==> src/rtl/mont_mult_r2_pkg.sv <==
// Shared constants and state encoding for the radix-2 P-192 Montgomery multiplier.
package mont_pkg;

  localparam int unsigned K    = 192;
  localparam int unsigned LOGK = 8;

  localparam logic [K-1:0] M_P192   = 192'hfffffffffffffffffffffffffffffffeffffffffffffffff;
  localparam logic [K-1:0] R_MOD_M  = 192'h000000000000000000000000000000010000000000000001;
  localparam logic [K-1:0] R2_MOD_M = 192'h000000000000000100000000000000020000000000000001;

  typedef enum logic [1:0] {
    IDLE,
    ITER,
    FINAL
  } state_e;

endpackage

==> src/rtl/mont_mult_r2_if.sv <==
// Operand/result handshake between the exponentiation controller and the multiplier.
interface mont_mult_r2_if;

  logic [mont_pkg::K-1:0] x;
  logic [mont_pkg::K-1:0] y;
  logic                   start;
  logic [mont_pkg::K-1:0] z;
  logic                   done;

  modport master (output x, output y, output start, input z, input done);
  modport slave  (input x, input y, input start, output z, output done);

endinterface

==> src/rtl/mont_mult_r2_step.sv <==
// One radix-2 Montgomery iteration: p' = (p + x_bit*y [+ M]) / 2.
module mont_step
  import mont_pkg::*;
(
  input  logic [K+1:0] p_i,
  input  logic         xbit_i,
  input  logic [K-1:0] ys_i,
  input  logic [K-1:0] m_i,
  output logic [K+1:0] p_o
);

  logic [K+1:0] a;
  logic [K+1:0] a_odd;

  // p < 2M and y, M < M keep the sum below 4M, which fits in K+2 bits.
  always_comb begin
    a     = p_i + (xbit_i ? {2'b00, ys_i} : '0);
    a_odd = a[0] ? (a + {2'b00, m_i}) : a;
    p_o   = a_odd >> 1;
  end

endmodule

==> src/rtl/mont_mult_r2.sv <==
// Bit-serial Montgomery multiplier z = x*y*2^-K mod M; FSM, counter, operand copies and result register.
module mont_mult_r2
  import mont_pkg::*;
#(
  parameter logic [K-1:0] M = M_P192
) (
  input  logic            clk,
  input  logic            reset,
  mont_mult_r2_if.slave   bus
);

  state_e          state_q, state_d;
  logic [K-1:0]    xs_q, xs_d;
  logic [K-1:0]    ys_q, ys_d;
  logic [K+1:0]    p_q, p_d;
  logic [LOGK-1:0] i_q, i_d;
  logic [K-1:0]    z_q, z_d;
  logic            done_q, done_d;

  logic [K+1:0]    p_step;
  logic            p_ge_m;
  logic [K-1:0]    p_red;

  mont_step u_step (
    .p_i    (p_q),
    .xbit_i (xs_q[0]),
    .ys_i   (ys_q),
    .m_i    (M),
    .p_o    (p_step)
  );

  // Final reduction only needs K+1 bits since p < 2M after the last iteration.
  assign p_ge_m = (p_q[K:0] >= {1'b0, M});
  assign p_red  = K'(p_q[K:0] - {1'b0, M});

  always_ff @(posedge clk or posedge reset) begin
    if (reset) begin
      state_q <= IDLE;
      xs_q    <= '0;
      ys_q    <= '0;
      p_q     <= '0;
      i_q     <= '0;
      z_q     <= '0;
      done_q  <= 1'b1;
    end else begin
      state_q <= state_d;
      xs_q    <= xs_d;
      ys_q    <= ys_d;
      p_q     <= p_d;
      i_q     <= i_d;
      z_q     <= z_d;
      done_q  <= done_d;
    end
  end

  always_comb begin
    state_d = state_q;
    xs_d    = xs_q;
    ys_d    = ys_q;
    p_d     = p_q;
    i_d     = i_q;
    z_d     = z_q;
    done_d  = done_q;
    unique case (state_q)
      IDLE: begin
        if (bus.start) begin
          xs_d    = bus.x;
          ys_d    = bus.y;
          p_d     = '0;
          i_d     = '0;
          done_d  = 1'b0;
          state_d = ITER;
        end
      end
      ITER: begin
        p_d  = p_step;
        xs_d = xs_q >> 1;
        i_d  = i_q + LOGK'(1);
        if (i_q == LOGK'(K - 1)) state_d = FINAL;
      end
      FINAL: begin
        z_d     = p_ge_m ? p_red : p_q[K-1:0];
        done_d  = 1'b1;
        state_d = IDLE;
      end
      default: state_d = IDLE;
    endcase
  end

  assign bus.z    = z_q;
  assign bus.done = done_q;

endmodule

==> src/flat_wrapper.sv <==
// flat-port wrapper written by rule: the top's interface ports become plain ports
module mont_mult_r2_flat import mont_pkg::*;
#(
  parameter logic [K-1:0] M = M_P192
)
  (clk, reset, bus_x, bus_y, bus_start, bus_z, bus_done);
  mont_mult_r2_if bus_i ();
  input  logic clk;
  input  logic reset;
  input wire logic [$bits(bus_i.x)-1:0] bus_x;
  input wire logic [$bits(bus_i.y)-1:0] bus_y;
  input wire logic [$bits(bus_i.start)-1:0] bus_start;
  output wire logic [$bits(bus_i.z)-1:0] bus_z;
  output wire logic [$bits(bus_i.done)-1:0] bus_done;
  assign bus_i.x = bus_x;
  assign bus_i.y = bus_y;
  assign bus_i.start = bus_start;
  assign bus_z = bus_i.z;
  assign bus_done = bus_i.done;
  mont_mult_r2 #(.M(M)) u_core (.clk(clk), .reset(reset), .bus(bus_i));
endmodule
==> config.mk <==
export PLATFORM = sky130hd
export DESIGN_NAME = mont_mult_r2_flat
export DESIGN_NICKNAME = d
export VERILOG_FILES = /design/src/rtl/mont_mult_r2_pkg.sv /design/src/rtl/mont_mult_r2_if.sv /design/src/rtl/mont_mult_r2_step.sv /design/src/rtl/mont_mult_r2.sv /design/src/flat_wrapper.sv
export SDC_FILE = /design/constraint.sdc
export NUM_CORES = 2
export LEC_CHECK = 0
export BUFFER_PORTS_ARGS = -buffer_cell sky130_fd_sc_hd__buf_4
export CAP_MARGIN = 20
export CORE_UTILIZATION = 58
export CTS_CLUSTER_SIZE = 12
export DETAILED_ROUTE_END_ITERATION = 6
export PLACE_DENSITY = 0.89
export SYNTH_ARGS = -nofsm -noshare
export SYNTH_HDL_FRONTEND = slang
export SYNTH_SLANG_ARGS = --single-unit
==> constraint.sdc <==
create_clock -name clk -period 44.8 [get_ports clk]
set_clock_uncertainty 0.2 [all_clocks]
set_input_delay 4.48 -clock clk [delete_from_list [all_inputs] [get_ports clk]]
set_output_delay 4.48 -clock clk [all_outputs]
set_load 0.02 [all_outputs]
==> impl_metrics.csv <==
group,metric,value,unit
cells_and_area,fillers,7616,
status,violations,"DRC",
cells_and_area,regArea,19500,um2
cells_and_area,multi_input_comb_area,34400,um2
grt,grt_usage,0.470,
route,drt_wl_total,236,mm
route,drtPass1Iterations,7,
route,dr_total_vias,60200,
floorplanning,die_area,97400,um2
synth,post_synth_num_cell_types,96,
route,routed_wire_length_per_instance,26.8,um
setup_path,critical-path-max-stage-delay,0.98,ns
clock_network,clk_pin_slew,0.06,ns
synth,synth_simple_gate_area_share,0.273,
setup_path,crit_path_launch_type,"register",
synth,synth_largest_area_cell,"sky130_fd_sc_hd__dfrtp_1",
synth,area_share_of_fa_ha_maj_cells_after_synthesis,0.0439,
synth,largest_family_of_logic_cells_by_synthesized_area,"simple AND/OR/NAND/NOR gates",
setup_path,chain_of_cells_forming_the_critical_path,"buf_4 -> and2_1 -> ha_1 -> nand4_1 -> nor4_1 -> nand3_1 -> o21ai_0 -> a311o_1 -> o2111ai_1 -> nor3_1 -> nand4_1 -> nor3_2 -> nand4_2 -> nor4b_1 -> xor2_1 -> o21ai_0",
synth,synth_area_per_cell,7.78,um2
synth,synth-edff-count,0,
route,initialDrtViolationCount,8982,
setup_path,r2r_start,"u_core.xs_q[0]",
floorplanning,ios,580,
power_and_ir_drop,static-leakage-power,27.3,nW
synth,synthesis.area,55800,um2
route,drt.antenna.violating_nets,0,
clock_network,cts_max_path_buffers,3,
place,hpwl,183,mm
clock_network,clock_sink_count,780,
grt,grt_pass1_vias,56400,
route,post_drt_via_cell_ratio,6.83,
timing,final.setup.tns,0,ns
floorplanning,floorplan.die.width,312,um
cells_and_area,area_delta_synth_final,13.9,%
timing,finalMaxSlewViolations,0,
synth,ys_ff_latch,780,
clock_network,cts_buffers,83,
synth,area_share_of_xor_xnor_cells_in_the_synthesized_design,0.0692,
timing,finalHoldViolCount,0,
floorplanning,rows,113,
flow_run,maxCapViolations,0,
floorplanning,core_footprint,95200,um2
grt,maximum_number_of_pins_on_one_net_before_global_route_repair,237,
clock_network,clockRootBuffer,"sky130_fd_sc_hd__clkbuf_16",
setup_path,setup.worst_path.class,"reg -> reg",
setup_path,worst_path_dominant_cell_family,"simple AND/OR/NAND/NOR gates",
cells_and_area,nets,8056,
place,placement.io_buffers,579,
power_and_ir_drop,post-layout-total-power,0.00362,W
status,result_of_the_run,"finished with violations",
power_and_ir_drop,worst_ir_drop_vdd,0.0412,mV
timing,total_of_endpoints_with_negative_setup_slack_in_the_final_report,0,
synth,ys_async_sr_fraction,1.00,
clock_network,tritoncts,"yes",
clock_network,htree_levels,3,
synth,netlist.area_leader.share,0.349,
route,remaining_drc_errors,11,
clock_network,cts_setup_buffers,0,
setup_path,timing.critical_path.from,"u_core.xs_q[0]",
setup_path,arrival,9.35,ns
timing,slew_headroom,0.167,
floorplanning,die_height,312,um
setup_path,critical-path-slowest-cell,"sky130_fd_sc_hd__dfrtp_4",
timing,worst-slew-pin-transition,1.24,ns
grt,initial_antenna_violation_count,16,
synth,muxShareOfSynthArea,0.00247,
synth,yosysSeqAreaShare,0.350,
power_and_ir_drop,power.density_cell_area,56.9,nW/um2
setup_path,crit_required,45.15,ns
min_path,hp-class,"reg -> reg",
synth,synth-main-ff-cell,"sky130_fd_sc_hd__dfrtp_1",
floorplanning,floorplan.initialDensity,0.586,
synth,yosys_warning_total,0,
place,gp_congestion,1.15,
clock_network,clk_latency,0.72,ns
grt,grt_overflow_total,0,
timing,fmax,111,MHz
timing,rsz0062_at_grt,"false",
timing,finalCriticalPeriod,8.99,ns
synth,post_synthesis_compound_gate_area_fraction,0.227,
cells_and_area,fraction_of_final_layout_cells_with_drive_strength_greater_than_1,0.115,
timing,post-route-period-util,0.201,
setup_path,critPathMaxFanout,102,
setup_path,endpoint_kind,"register",
clock_network,cts_resized,0,
grt,grt_first_pass_wirelength,351,mm
setup_path,path_buf_inv,1,
clock_network,cts_hold_buf,0,
synth,synth.net_count,7752,
min_path,worst_hold_startpoint,"u_core.ys_q[171]",
synth,syn_inst,7170,
synth,synth_area_leaders,"sky130_fd_sc_hd__dfrtp_1, sky130_fd_sc_hd__nand2_1, sky130_fd_sc_hd__o21ai_0, sky130_fd_sc_hd__a21oi_1, sky130_fd_sc_hd__ha_1",
==> cells in the mapped netlist, types with 141 or more instances <==
| cell | instances |
|---|---|
| sky130_fd_sc_hd__dfrtp_1 | 779 |
| sky130_fd_sc_hd__xnor2_1 | 222 |
| sky130_fd_sc_hd__o21ai_0 | 758 |
| sky130_fd_sc_hd__nand2_1 | 1377 |
| sky130_fd_sc_hd__ha_1 | 194 |
| sky130_fd_sc_hd__xor2_1 | 219 |
| sky130_fd_sc_hd__clkbuf_1 | 395 |
| sky130_fd_sc_hd__nand4_1 | 229 |
| sky130_fd_sc_hd__a22oi_1 | 200 |
| sky130_fd_sc_hd__nor2b_1 | 216 |
| sky130_fd_sc_hd__nor2_1 | 394 |
| sky130_fd_sc_hd__a21oi_1 | 569 |
| sky130_fd_sc_hd__nand3_1 | 166 |
| sky130_fd_sc_hd__nor3_1 | 141 |
| sky130_fd_sc_hd__and2_1 | 231 |
==> sequential cells by signal, indices dropped and copies added (netlist names) <==
register and cells:
u_core.p_q 193, u_core.state_q 2, u_core.i_q 8, u_core.ys_q 192, u_core.xs_q 192, u_core.bus.z 192, u_core.bus.done 1
==> worst register-to-register path, cell delays in order (launching register included) <==
cell and delay, ns:
sky130_fd_sc_hd__dfrtp_4 0.98, sky130_fd_sc_hd__buf_4 0.79, sky130_fd_sc_hd__and2_1 0.34, sky130_fd_sc_hd__ha_1 0.31, sky130_fd_sc_hd__nand4_1 0.37, sky130_fd_sc_hd__nor4_1 0.83
sky130_fd_sc_hd__nand3_1 0.45, sky130_fd_sc_hd__o21ai_0 0.94, sky130_fd_sc_hd__a311o_1 0.39, sky130_fd_sc_hd__o2111ai_1 0.23, sky130_fd_sc_hd__nor3_1 0.50, sky130_fd_sc_hd__nand4_1 0.42
sky130_fd_sc_hd__nor3_2 0.49, sky130_fd_sc_hd__nand4_2 0.71, sky130_fd_sc_hd__nor4b_1 0.60, sky130_fd_sc_hd__xor2_1 0.20, sky130_fd_sc_hd__o21ai_0 0.09
==> kinds of logic after synthesis <==
logic type                 after synthesis
AOI/OAI and AO/OA                     2089
xor gates and xnor gates               441
adders and majority gates              195
buffers and inverters                  499
DFF                                    780
muxes                                   13
and+or+nand+nor                       3153
==> report_power, final <==
part / switching [W] / internal [W]
clock: 0.000309 / 0.000389
sequential: 0.000211 / 0.000808
combinational: 0.00128 / 0.000621
total: 0.00180 / 0.00182
==> cell usage in the layout, fill, tap and decap left out, types with 63 or more instances in the layout <==
master and n:
sky130_fd_sc_hd__nand2_1 1377, sky130_fd_sc_hd__dfrtp_1 776, sky130_fd_sc_hd__o21ai_0 758, sky130_fd_sc_hd__buf_4 636, sky130_fd_sc_hd__a21oi_1 569, sky130_fd_sc_hd__nor2_1 393
sky130_fd_sc_hd__and2_1 231, sky130_fd_sc_hd__nand4_1 229, sky130_fd_sc_hd__xnor2_1 222, sky130_fd_sc_hd__xor2_1 219, sky130_fd_sc_hd__nor2b_1 213, sky130_fd_sc_hd__a22oi_1 200
sky130_fd_sc_hd__ha_1 194, sky130_fd_sc_hd__nand3_1 166, sky130_fd_sc_hd__nor3_1 141, sky130_fd_sc_hd__and3_1 90, sky130_fd_sc_hd__nor4_1 87, sky130_fd_sc_hd__clkbuf_16 83
sky130_fd_sc_hd__a21o_1 66, sky130_fd_sc_hd__inv_1 63
==> routing by layer <==
| layer | vias up | wire length (um) | GRT usage |
|---|---|---|---|
| met1 | 29000 | 92100 | 0.635 |
| li1 | 26300 | - | - |
| met2 | 4063 | 98700 | 0.679 |
| met4 | 10 | 14800 | 0.252 |
| met5 | - | 75 | 0 |
| met3 | 770 | 30000 | 0.134 |
==> area by class of cell <==
cell class	instances	share of cell area
antenna	15	0.000591
clock buffer	119	0.0367
clock inverter	21	0.00577
inverter	64	0.00390
multi-input combinational	5891	0.542
sequential	780	0.307
tap	1265	0.0249
timing repair buffer	654	0.0790
==> stage by stage <==
step                      area (um2)  hold WS [ns]  std cells  utilization  worst slack [ns]
after detailed placement       60700         0.254       8645        0.638             36.15
after global routing           63500         0.291       8801        0.668             35.55
after CTS                      63400         0.269       8785        0.666             36.15
after floorplan                55800         0.238       7170            -             18.22
after global placement         60700         0.252       8640        0.638             36.26
final                          63600         0.270       8809        0.668             35.81
==> worst paths after layout <==
| check | depth (start not counted) | slack [ns] | to |
|---|---|---|---|
| worst max-delay path | 16 | 35.81 | u_core.p_q[159] |
| worst min-delay path | 2 | 0.27 | u_core.ys_q[171] |
| worst max register to register | 16 | 35.81 | u_core.p_q[159] |
| worst min register to register | 2 | 0.27 | u_core.ys_q[171] |
| max in group asynchronous | 6 | 37.89 | u_core.xs_q[0] |
| min in group asynchronous | 2 | 3.76 | u_core.ys_q[85] |
No activity file was read; power rests on OpenSTA's default activity.
